### src/rtl/rptr_empty_level_if.sv
// Read-side FIFO pointer bundle: read request and synchronised write pointer in, address/pointer/flags out.
// master drives the request side; slave is the pointer/flag generator.
interface rptr_empty_level_if #(
    parameter int ASIZE = 3
);
    logic             rinc;
    logic [ASIZE:0]   rq2_wptr;
    logic [ASIZE-1:0] raddr;
    logic [ASIZE:0]   rptr;
    logic             rempty;
    logic             raempty;
    logic [ASIZE:0]   rlevel;
    logic             runderflow;

    modport master (
        output rinc, rq2_wptr,
        input  raddr, rptr, rempty, raempty, rlevel, runderflow
    );

    modport slave (
        input  rinc, rq2_wptr,
        output raddr, rptr, rempty, raempty, rlevel, runderflow
    );
endinterface

### src/rtl/rptr_empty_level.sv
// Async-FIFO read pointer with empty, almost-empty, level and underflow flags; flags registered, raddr zero-latency.
// Reads while empty are refused (pointer holds) and reported as a one-cycle runderflow pulse.
module rptr_empty_level #(
    parameter int ASIZE     = 3,
    parameter int AE_THRESH = 2
) (
    input  logic                 rclk,
    input  logic                 rrst_n,
    rptr_empty_level_if.slave    bus
);
    localparam logic [ASIZE:0] AE_LVL = (ASIZE+1)'(AE_THRESH);

    logic [ASIZE:0] rbin;
    logic [ASIZE:0] rbin_next;
    logic [ASIZE:0] rgray_next;
    logic [ASIZE:0] wbin;
    logic [ASIZE:0] level_next;
    logic [ASIZE:0] rptr_q;
    logic [ASIZE:0] rlevel_q;
    logic           rempty_q;
    logic           raempty_q;
    logic           runderflow_q;
    logic           accept;

    assign accept     = bus.rinc & ~rempty_q;
    assign rbin_next  = rbin + {{ASIZE{1'b0}}, accept};
    assign rgray_next = (rbin_next >> 1) ^ rbin_next;

    // Gray-to-binary: each binary bit is the XOR of all Gray bits at or above it.
    always_comb begin
        wbin = '0;
        for (int i = 0; i <= ASIZE; i++) begin
            wbin[i] = ^(bus.rq2_wptr >> i);
        end
    end

    assign level_next = wbin - rbin_next;

    always_ff @(posedge rclk or negedge rrst_n) begin
        if (!rrst_n) begin
            rbin         <= '0;
            rptr_q       <= '0;
            rempty_q     <= 1'b1;
            raempty_q    <= 1'b1;
            rlevel_q     <= '0;
            runderflow_q <= 1'b0;
        end else begin
            rbin         <= rbin_next;
            rptr_q       <= rgray_next;
            rempty_q     <= (rgray_next == bus.rq2_wptr);
            raempty_q    <= (level_next <= AE_LVL);
            rlevel_q     <= level_next;
            runderflow_q <= bus.rinc & rempty_q;
        end
    end

    assign bus.raddr      = rbin[ASIZE-1:0];
    assign bus.rptr       = rptr_q;
    assign bus.rempty     = rempty_q;
    assign bus.raempty    = raempty_q;
    assign bus.rlevel     = rlevel_q;
    assign bus.runderflow = runderflow_q;
endmodule

### src/flat_wrapper.sv
// flat-port wrapper written by rule: the top's interface ports become plain ports
module rptr_empty_level_flat 
#(
    parameter int ASIZE     = 3,
    parameter int AE_THRESH = 2
)
  (rclk, rrst_n, bus_rinc, bus_rq2_wptr, bus_raddr, bus_rptr, bus_rempty, bus_raempty, bus_rlevel, bus_runderflow);
  rptr_empty_level_if #(.ASIZE(ASIZE)) bus_i ();
  input  logic rclk;
  input  logic rrst_n;
  input wire logic [$bits(bus_i.rinc)-1:0] bus_rinc;
  input wire logic [$bits(bus_i.rq2_wptr)-1:0] bus_rq2_wptr;
  output wire logic [$bits(bus_i.raddr)-1:0] bus_raddr;
  output wire logic [$bits(bus_i.rptr)-1:0] bus_rptr;
  output wire logic [$bits(bus_i.rempty)-1:0] bus_rempty;
  output wire logic [$bits(bus_i.raempty)-1:0] bus_raempty;
  output wire logic [$bits(bus_i.rlevel)-1:0] bus_rlevel;
  output wire logic [$bits(bus_i.runderflow)-1:0] bus_runderflow;
  assign bus_i.rinc = bus_rinc;
  assign bus_i.rq2_wptr = bus_rq2_wptr;
  assign bus_raddr = bus_i.raddr;
  assign bus_rptr = bus_i.rptr;
  assign bus_rempty = bus_i.rempty;
  assign bus_raempty = bus_i.raempty;
  assign bus_rlevel = bus_i.rlevel;
  assign bus_runderflow = bus_i.runderflow;
  rptr_empty_level #(.ASIZE(ASIZE), .AE_THRESH(AE_THRESH)) u_core (.rclk(rclk), .rrst_n(rrst_n), .bus(bus_i));
endmodule
### config.mk
export PLATFORM = sky130hd
export DESIGN_NAME = rptr_empty_level_flat
export DESIGN_NICKNAME = d
export VERILOG_FILES = /design/src/rtl/rptr_empty_level_if.sv /design/src/rtl/rptr_empty_level.sv /design/src/flat_wrapper.sv
export SDC_FILE = /design/constraint.sdc
export NUM_CORES = 1
export LEC_CHECK = 0
export ABC_AREA = 0
export CORE_UTILIZATION = 40
export CTS_CLUSTER_SIZE = 10
export DETAILED_ROUTE_END_ITERATION = 8
export PLACE_DENSITY = 0.78
export SETUP_SLACK_MARGIN = 0.02
export SLEW_MARGIN = 25
export SYNTH_ARGS = -nofsm -noshare
export SYNTH_HDL_FRONTEND = slang
export SYNTH_SLANG_ARGS = --single-unit
### constraint.sdc
create_clock -name rclk -period 5.96 [get_ports rclk]
set_clock_uncertainty 0.15 [all_clocks]
set_input_delay 1.192 -clock rclk [delete_from_list [all_inputs] [get_ports rclk]]
set_output_delay 1.192 -clock rclk [all_outputs]
set_load 0.02 [all_outputs]
# --- Word-level counts from Yosys, hierarchy flattened ---
# Cells that the tools add are included.
totals:
  ff_bits: 15
  latch_bits: 0
  ramBits: 0
  mem_bits_ro: 0
  inputBits: 7
  output_inout_bits: 14
  elab_cells: 18
  n_memories: 0
classes:
  addsub: 2
  multipliers: 0
  div: 0
  magnitude_cmp: 1
  n_eq_ne: 1
  shifts: 0
  mux: 0
  bitwise_logic: 4
  reduce_logical: 4
ops:
  columns: ["operator", "count"]
  rows:
  - ["4-bit XOR reduction", 4]
  - ["4-bit by 1-bit adder with 4-bit output", 1]
  - ["4-bit equality test", 1]
  - ["4-bit by 2-bit <= comparator with 1-bit output (second input constant)", 1]
  - ["4-bit subtractor", 1]
  - ["3-bit by 4-bit bitwise XOR with 4-bit output", 1]
  - ["1-bit AND", 2]
  - ["1-bit inverter", 1]

# --- Depth between registers and ports, before layout ---
depth:
  ltp_word: 5
  ltp_mapped: 9
  ltp_nobuf: 9

# --- Worst setup path after synthesis ---
# Ideal clock, no wire load.
synth_path:
  path_type: "in2reg"
  start: "in bus_rinc"
  end: "reg u_core.rlevel_q[3] (netlist: u_core.bus.rlevel[3])"
  setup_time_ns: 0.127
  arrival_time_ns: 3.055
  required_time_ns: 5.683
  path_slack_ns: 2.628
  cell_stages: 8
  path_buffers: 0
  cell_sequence: "nor2b_1 > ha_1 > ha_1 > xnor2_2 > ha_1 > a211o_1 > and4_2 > or2_2"
synth_between:
  elab_chain_cells: 3
synth_lines:
  columns: ["item", "line_no", "source"]
  rows:
  - ["start: declaration", "flat_wrapper.sv:11", "input wire logic [$bits(bus_i.rinc)-1:0] bus_rinc;"]
  - ["1-bit AND", "rptr_empty_level.sv:25", "assign accept = bus.rinc & ~rempty_q;"]
  - ["4-bit by 1-bit adder with 4-bit output", "rptr_empty_level.sv:26", "assign rbin_next = rbin + {{ASIZE{1'b0}}, accept};"]
  - ["4-bit subtractor", "rptr_empty_level.sv:37", "assign level_next = wbin - rbin_next;"]
  - ["net u_core.level_next[3]", "rptr_empty_level.sv:17", "logic [ASIZE:0] level_next;"]
  - ["end signal: assignment", "rptr_empty_level.sv:52", "rlevel_q <= level_next;"]
  - ["end: declaration", "rptr_empty_level.sv:19", "logic [ASIZE:0] rlevel_q;"]
# The timed path passes the listed nets, and every way through them passes these cells.

# --- Worst setup path in the final report ---
layout_path:
  start: "in bus_rq2_wptr[3]"
  end: "reg u_core.rlevel_q[3] (netlist: u_core.bus.rlevel[3])"
layout_between:
  elab_chain_cells: 2
  elab_cells_between_ends: 5
  cone_classes: "add/sub (1); reduce/logical (4)"
layout_lines:
  columns: ["item", "line_no", "source"]
  rows:
  - ["start: declaration", "flat_wrapper.sv:12", "input wire logic [$bits(bus_i.rq2_wptr)-1:0] bus_rq2_wptr;"]
  - ["4-bit XOR reduction", "rptr_empty_level.sv:33", "wbin[i] = ^(bus.rq2_wptr >> i);"]
  - ["4-bit subtractor (*)", "rptr_empty_level.sv:37", null]
  - ["net u_core.level_next[3]", "rptr_empty_level.sv:17", null]
# The timed path passes the listed nets; every way through them passes the cells marked *.

==> metrics <==
run status finished clean; CTS Buf Count 3; CTS tree built; max_cap viols 0; Setup Fix Bufs, Post-CTS 0; Worst-Skew Late Latency between 0.2 and 0.3 ns; DR WL/cell about 12 µm; Die Y-Extent about 45 µm; Reg area roughly 350 µm²; reg2reg start u_core.bus.rempty$_DFF_PN1_; FF+latch count, synth 14; Starting Density around 43%; CP required 5.97 ns; post-synth net total 71; CP Launch Type input port; synthesis-to-layout area growth 33.8%; Fin. Hold Viols 0; first drt pass iteration count 2; Hold Slack roughly 0.38 ns; CP Capture Type flop; cts hold-fix bufs 0; worst hold path depth 1; post-synthesis cell type count 26; Max VDD drop around 0.3 mV; placed insts 102; initial antenna violation count 0; CTS root buffer clkbuf_4; Final ANT Viol Nets 0; mapped cell area approximately 740 µm²; final setup TNS 0 ns; largest net degree at the start of global routing 15; global-route wire length before repair approximately 2000 µm; footprint of the multi-input gates between 300 and 400 µm²; layout cell share with drive strength beyond 1 14.8%; maximum clock path buffer count 2; Worst Hold Path EP u_core.bus.runderflow$_DFF_PN0_; Via Count 493; GRT overflow 0; # clock sinks 14; io pins 21; Worst Hold Class reg -> reg; CP arrival between 3 and 4 ns; Remaining DRCs 0; Mapped Cells 59; ANT cells 0; pwr dens between 600 and 700 mW/mm²; # setup viols final 0; fin crit share between 60% and 70%; critical path class in -> reg; syn_area_per_cell 12.6 µm²; die area ~0.0020 mm²; Clk pin slew, worst setup/hold paths around 0.08 ns; most frequent cells in the layout clkdlybuf4s50_1 (20), dfrtp_1 (12), xnor2_1 (9), xor2_1 (6), ha_1 (5); row count 15; Lkg Pwr ~0.42 nW; non-filler cells, final roughly 110; Worst Hold Launch u_core.bus.rempty$_DFF_PN1_; initial drt markers 2; Slew headroom between 50% and 60%; H-tree levels 1; final net count 94; core area approximately 0.0017 mm²; Tmin final approximately 3.6 ns; post-cts resize count 0; final wirelength around 1200 µm; Total GRT Usage ~14%; DP HPWL approximately 990 µm; Max Slew Vio Count 0; RD Place Congestion around 0.67; vias in the first global route around 500; Die X approximately 45 µm; Tightest Pin Transition between 0.6 and 0.7 ns; unrepaired setup endpoints after global routing false; FMAX ~270 MHz; Reg2Reg Capture Point u_core.bus.raempty$_DFF_PN1_; commonest non-fill, non-tap cell in the layout clkdlybuf4s50_1; R2R depth 9; CP max FO 5; Seq/Total Area, Yosys 47.5%; yosys warns 0; port bufs 20; Vias/cell around 4.7; Fill cells 170; Reg2Reg Setup Slack 3.21 ns
==> registers in the layout (all words and copies together), names as in the netlist <==
register,count
u_core.bus.rlevel,4
u_core.rbin,4
u_core.bus.rptr,3
u_core.bus.raempty,1
u_core.bus.rempty,1
u_core.bus.runderflow,1
==> cell families (layout without fill, tap and decap cells) <==
| family | Yosys count | after routing | share of synthesized area (%) |
|---|---|---|---|
| buffers and inverters | 6 | 28 | 4.21 |
| AND/OR/NAND/NOR | 10 | 10 | 8.76 |
| flip-flops | 14 | 14 | 47.5 |
| AO/OA/AOI/OAI | 7 | 7 | 7.91 |
| XOR/XNOR | 17 | 17 | 23.2 |
| adder cells (fa/ha/maj) | 5 | 5 | 8.42 |
==> how the worst max path moves through the flow <==
stage	start	end	slack, ns	depth (start not counted)
floorplan	bus_rinc	u_core.bus.rlevel[3]$_DFF_PN0_	2.63	8
global placement	bus_rq2_wptr[3]	u_core.bus.rlevel[3]$_DFF_PN0_	2.07	8
detailed placement	bus_rq2_wptr[3]	u_core.bus.rlevel[3]$_DFF_PN0_	2.02	8
CTS	bus_rq2_wptr[3]	u_core.bus.rlevel[3]$_DFF_PN0_	2.31	8
global route	bus_rinc	u_core.bus.raempty$_DFF_PN1_	2.17	10
finish	bus_rq2_wptr[3]	u_core.bus.rlevel[3]$_DFF_PN0_	2.32	8
==> per-layer routing <==
layer / GRT usage [%] / up-vias / share of wire, %
li1: - / 245 / -
met1: 15.6 / 234 / 44
met2: 25.5 / 14 / 53
met3: 1.20 / 0 / 3.0
met4: 7.27 / 0 / 0
met5: 0 / - / 0
==> critical path, stage by stage <==
cell and delay (ns):
clkdlybuf4s50_1 0.58, xor3_2 0.53, xnor2_1 0.17, ha_1 0.25, nand2_1 0.08, a211o_1 0.33, and4_2 0.25, or2_2 0.27
==> through the flow <==
step	power [mW]	utilization [%]	area (µm²)	setup WS, ns
final	0.690	57.6	995	2.32
after CTS	0.698	57.6	995	2.31
after global placement	0.617	55.5	958	2.07
after global routing	0.742	57.6	995	2.17
after floorplan	0.497	-	743	2.63
after detailed placement	0.631	55.5	958	2.02
==> Yosys cell counts <==
cell / n / area, µm²
dfrtp_1: 12 / 300
xnor2_1: 9 / 78.8
xor2_1: 6 / 52.6
ha_1: 5 / 62.6
inv_1: 4 / 15.0
dfstp_2: 2 / 52.6
nand3_1: 2 / 10.0
a2111oi_2: 1 / 15.0
a211o_1: 1 / 8.76
a211oi_1: 1 / 7.51
a21boi_0: 1 / 7.51
a21oi_2: 1 / 8.76
a31oi_1: 1 / 6.26
and2_1: 1 / 6.26
and4_2: 1 / 10.0
buf_6: 1 / 11.3
clkbuf_2: 1 / 5.00
nand2_1: 1 / 3.75
nand4b_1: 1 / 8.76
nor2b_1: 1 / 6.26
nor3b_1: 1 / 7.51
o21ai_0: 1 / 5.00
or2_2: 1 / 6.26
or3_1: 1 / 6.26
xnor2_2: 1 / 16.3
xor3_2: 1 / 25.0
==> layout make-up <==
cell class | count | area share, %
clock buffers | 4 | 3.65
inverters | 4 | 1.51
multi-input cells | 39 | 36.1
flip-flops and latches | 14 | 35.5
well taps | 25 | 3.14
repair buffers | 20 | 20.1
==> report_power, final <==
group	internal (mW)	leakage [nW]	switching (mW)
clock network	0.0371	0.0210	0.0294
registers	0.151	0.163	0.0218
logic	0.215	0.235	0.235
total	0.404	0.419	0.286
Note: power is estimated with default switching activity, not from simulation.
